==> src/rtl/bimodal_pred.sv <==
// Bimodal branch predictor: 2-bit saturating counters indexed by PC, with a
// one-entry pending-write register that delays table writes by one cycle.
module bimodal_pred #(
    parameter int          IDX_BITS = 6,
    parameter logic [1:0]  CNT_INIT = 2'b01
) (
    input  logic        clk,
    input  logic        rst_n,
    input  logic [31:0] IF_pc,
    output logic        IF_pred_taken,
    input  logic        EX_branch,
    input  logic        EX_stall,
    input  logic [31:0] EX_pc,
    input  logic        EX_pred_taken,
    input  logic        EX_taken,
    output logic        EX_feedback_valid,
    output logic        EX_prediction_incorrect
);

    localparam int ENTRIES = 1 << IDX_BITS;

    logic [1:0]          cnt_table [ENTRIES];
    logic                pend_v;
    logic [IDX_BITS-1:0] pend_idx;
    logic [1:0]          pend_cnt;

    logic [IDX_BITS-1:0] if_idx;
    logic [IDX_BITS-1:0] ex_idx;
    logic [1:0]          if_cnt;
    logic [1:0]          ex_cnt;
    logic [1:0]          next_cnt;
    logic                resolve;
    logic                unused_pc_bits;

    assign if_idx = IF_pc[IDX_BITS+1:2];
    assign ex_idx = EX_pc[IDX_BITS+1:2];
    assign unused_pc_bits = ^{IF_pc[31:IDX_BITS+2], IF_pc[1:0],
                              EX_pc[31:IDX_BITS+2], EX_pc[1:0]};

    // Valid/ready does not apply here: a resolution is a single-cycle event
    // qualified by EX_branch and held off while EX is stalled.
    assign resolve                 = EX_branch & ~EX_stall;
    assign EX_feedback_valid       = resolve;
    assign EX_prediction_incorrect = resolve & (EX_pred_taken != EX_taken);

    // Both read ports see the pending write before it lands in the table.
    always_comb begin
        if_cnt = cnt_table[if_idx];
        if (pend_v && (pend_idx == if_idx)) begin
            if_cnt = pend_cnt;
        end
        ex_cnt = cnt_table[ex_idx];
        if (pend_v && (pend_idx == ex_idx)) begin
            ex_cnt = pend_cnt;
        end
    end

    assign IF_pred_taken = if_cnt[1];

    always_comb begin
        next_cnt = ex_cnt;
        if (EX_taken) begin
            if (ex_cnt != 2'b11) begin
                next_cnt = ex_cnt + 2'b01;
            end
        end else begin
            if (ex_cnt != 2'b00) begin
                next_cnt = ex_cnt - 2'b01;
            end
        end
    end

    always_ff @(posedge clk or negedge rst_n) begin
        if (!rst_n) begin
            for (int i = 0; i < ENTRIES; i++) begin
                cnt_table[i] <= CNT_INIT;
            end
            pend_v   <= 1'b0;
            pend_idx <= '0;
            pend_cnt <= 2'b00;
        end else begin
            if (pend_v) begin
                cnt_table[pend_idx] <= pend_cnt;
            end
            pend_v <= resolve;
            if (resolve) begin
                pend_idx <= ex_idx;
                pend_cnt <= next_cnt;
            end
        end
    end

endmodule

==> config.mk <==
export PLATFORM = sky130hd
export DESIGN_NAME = bimodal_pred
export DESIGN_NICKNAME = d
export VERILOG_FILES = /design/src/rtl/bimodal_pred.sv
export SDC_FILE = /design/constraint.sdc
export NUM_CORES = 1
export LEC_CHECK = 0
export BUFFER_PORTS_ARGS = -buffer_cell sky130_fd_sc_hd__buf_2
export CORE_MARGIN = 10
export CORE_UTILIZATION = 65
export CTS_BUF_LIST = sky130_fd_sc_hd__clkbuf_8
export CTS_CLUSTER_SIZE = 10
export DETAILED_ROUTE_END_ITERATION = 10
export GPL_TIMING_DRIVEN = 0
export PLACE_DENSITY = 0.87
export SYNTH_ARGS = -nofsm -noshare
export SYNTH_HDL_FRONTEND = slang
export SYNTH_SLANG_ARGS = --single-unit
==> constraint.sdc <==
create_clock -name clk -period 4.98 [get_ports clk]
set_input_delay 0.498 -clock clk [delete_from_list [all_inputs] [get_ports clk]]
set_output_delay 0.498 -clock clk [all_outputs]
set_load 0.005 [all_outputs]
==> results by group <==
Run status
  • Status: complete, no violations

Placed design
  • Placed cells: 724
  • Placer Congestion: a little under 1
  • Setup WS pre-CTS: 1040 ps
  • Number of buffers added on ports: 15
  • Dpl hpwl: about 14000 um

Global routing
  • First-pass GRT wire length: 30400 um
  • Largest net degree at the start of global routing: around 80
  • Grt ovf: 0
  • Total track usage: 0.248
  • Number of global-route vias before repair: 5455
  • Initial antenna violation count: 0

Cells and area
  • Final Non-Filler Cells: roughly 760
  • Layout cells sized above 1: 0.456
  • FF+latch area: around 3500 um^2
  • Diodes inserted: 0
  • Final core occ: 0.734
  • Area delta synth->final: 9.72%
  • Footprint of the multi-input gates: 3600 um^2
  • Fillers: 730
  • Layout net count: roughly 670
  • Most common cell after layout, fill and taps aside: mux2_2
  • Commonest cells after routing, fill and taps aside: 110 x mux2_2, 73 x dfrtp_1, 67 x nand2_1

STA
  • Max frequency: about 250 MHz
  • Min Tclk post-route: 4020 ps
  • Final Setup Violations: 0
  • Final Skew: ~13 ps
  • Final setup TNS: 0 ps
  • Worst Slack Setup Final: about 960 ps
  • Fin. max-slew vios: 0
  • Worst Max-Slew Pin Slew: 1340 ps
  • Tcrit/Tclk final: 0.807
  • Slew margin rel.: 0.0995
  • RSZ-0062 raised after global routing: false
  • Final hold vios: 0

Floorplanning
  • Die height: 126 um
  • Die width: 126 um
  • Row count: 38
  • Die area: 15800 um^2
  • IO Pins: 73
  • Core area: 10900 um^2
  • Starting Density: 0.669

Clocking
  • Clk slew on worst S/H paths: 70 ps
  • Inserted Clock Buffers: 17
  • CTS H-tree depth: 4
  • CTS tree: yes
  • CTS sink count: 137
  • CTS hold repair buffers: 0
  • Post-CTS sizing: 0
  • Clock tree buffer depth: 2
  • Clk root buf: clkbuf_8
  • Post-CTS setup buffer count: 0
  • Worst-Skew Late Latency: 460 ps

Setup path
  • Critical path data required time: 4480 ps
  • Critical path launch point type: input pin
  • Worst reg2reg startpoint: pend_idx[0]
  • CP Max Fanout: 10
  • Crit Path Category: input pin to primary output
  • R2r setup slk: about 2400 ps
  • Reg2Reg Depth: 4
  • R2R Path End: cnt_table[42]
  • Setup crit end kind: primary output
  • Critical path arrival: 3520 ps

Route
  • Detailed Route Iter0 Violations: 742
  • Vias per std cell: about 7
  • Drt first pass iters: 6
  • Via count: 5286
  • WL final: 19700 um
  • DRC: 0
  • Final ANT Viol Nets: 0
  • Wire length per cell: 26.0 um

Power and ir drop
  • Leak pwr: 3.27 nW
  • Power Dens Cells: 403 nW/um^2
  • Peak VDD IR: between 0.0003 and 0.0004 V
  • Tot Pwr: 3.22 mW

Synth
  • Fraction of registers with async set/reset: 1.00
  • Post-Syn Area: 7290 um^2
  • Syn Area/Cell: ~13 um^2
  • Synth cell types: 45
  • Post-Syn Nets: roughly 640
  • Yosys warnings: 0
  • Register area share after synthesis: 0.481
  • Synth Flop Type: dfrtp_1
  • Synthesized flop and latch total: 137
  • Number of synthesized flops with an enable pin: 0
  • Mapped Cells: between 500 and 600

Flow run
  • Max Cap Viol: 0

Min path
  • HP Class: input pin to asynchronous set/reset pin
-- routing by layer --
layer	GRT usage	up-vias	part of all wire
met5	0	-	0
met4	0.137	0	0.047
met3	0.0797	86	0.12
met2	0.378	397	0.46
met1	0.308	2641	0.37
li1	-	2162	-
-- registers in the layout (all words and copies together) (netlist names) --
| register | cells |
|---|---|
| cnt_table | 128 |
| pend_idx | 6 |
| pend_cnt | 2 |
| pend_v | 1 |
-- logic make-up (layout without fill, tap and decap cells) --
| family | after synthesis | after routing | share of synthesized area |
|---|---|---|---|
| mux | 163 | 163 | 0.332 |
| simple gates | 157 | 157 | 0.0991 |
| flops | 137 | 137 | 0.481 |
| compound gates | 55 | 55 | 0.0470 |
| buf+inv | 43 | 91 | 0.0247 |
| xor+xnor | 13 | 13 | 0.0156 |
-- worst max-delay path, stage by stage --
cell and delay (ps):
clkbuf_1 440, buf_1 730, mux4_2 440, mux4_2 520, mux4_2 490, mux2_2 280
buf_2 130
-- final cells by class --
cell class / count / share of cell area
plain buffers: 41 / 0.0216
clock buffers: 19 / 0.0327
clock inverters: 13 / 0.0203
inverters: 2 / 0.000939
multi-input cells: 388 / 0.450
flip-flops and latches: 137 / 0.439
well taps: 140 / 0.0219
repair buffers: 16 / 0.0136
-- cell usage after synthesis, types with 2 or more instances --
cell	count	share of area
nor3_1	6	0.0041
mux2_2	110	0.17
o21ai_0	30	0.021
dfstp_2	64	0.23
xor2_1	7	0.0084
o31ai_1	2	0.0021
nor2_1	41	0.021
mux4_2	52	0.16
inv_1	2	0.0010
xnor2_1	6	0.0072
and2_1	3	0.0026
and3b_1	2	0.0024
or3b_2	2	0.0024
nand3b_1	3	0.0031
a22oi_1	7	0.0072
nand2_1	67	0.035
nor2b_1	6	0.0052
buf_2	6	0.0041
dfrtp_1	73	0.25
clkbuf_1	31	0.016
or3_1	3	0.0026
buf_1	2	0.0010
o22ai_1	2	0.0017
a22o_1	2	0.0024
nand3_1	5	0.0034
nand2b_1	6	0.0052
a21oi_1	2	0.0014
nor3b_1	5	0.0052
a311oi_1	2	0.0024
nor4_1	2	0.0017
nand4_1	3	0.0026
-- power by group --
group	internal [mW]	leakage, nW	switching (mW)
combinational	0.346	1.40	0.342
clock	0.561	0.230	0.420
sequential	1.40	1.64	0.154
total	2.31	3.27	0.915
-- worst max-delay path by stage --
stage	startpoint	cells past startpoint	slack (ps)	endpoint
detailed placement	IF_pc[3]	7	1040	IF_pred_taken
CTS	IF_pc[3]	7	1030	IF_pred_taken
floorplan	IF_pc[3]	6	1820	IF_pred_taken
global placement	IF_pc[3]	7	1060	IF_pred_taken
global route	IF_pc[3]	7	960	IF_pred_taken
finish	IF_pc[3]	7	960	IF_pred_taken
-- metrics by stage --
stage	hold WS [ps]	cell area, um^2
final	16.0	8000
after floorplan	202	7290
after global placement	476	7540
after detailed placement	493	7570
after global routing	42.6	8000
after CTS	23.3	8000
No activity file was read; power rests on OpenSTA's default activity.
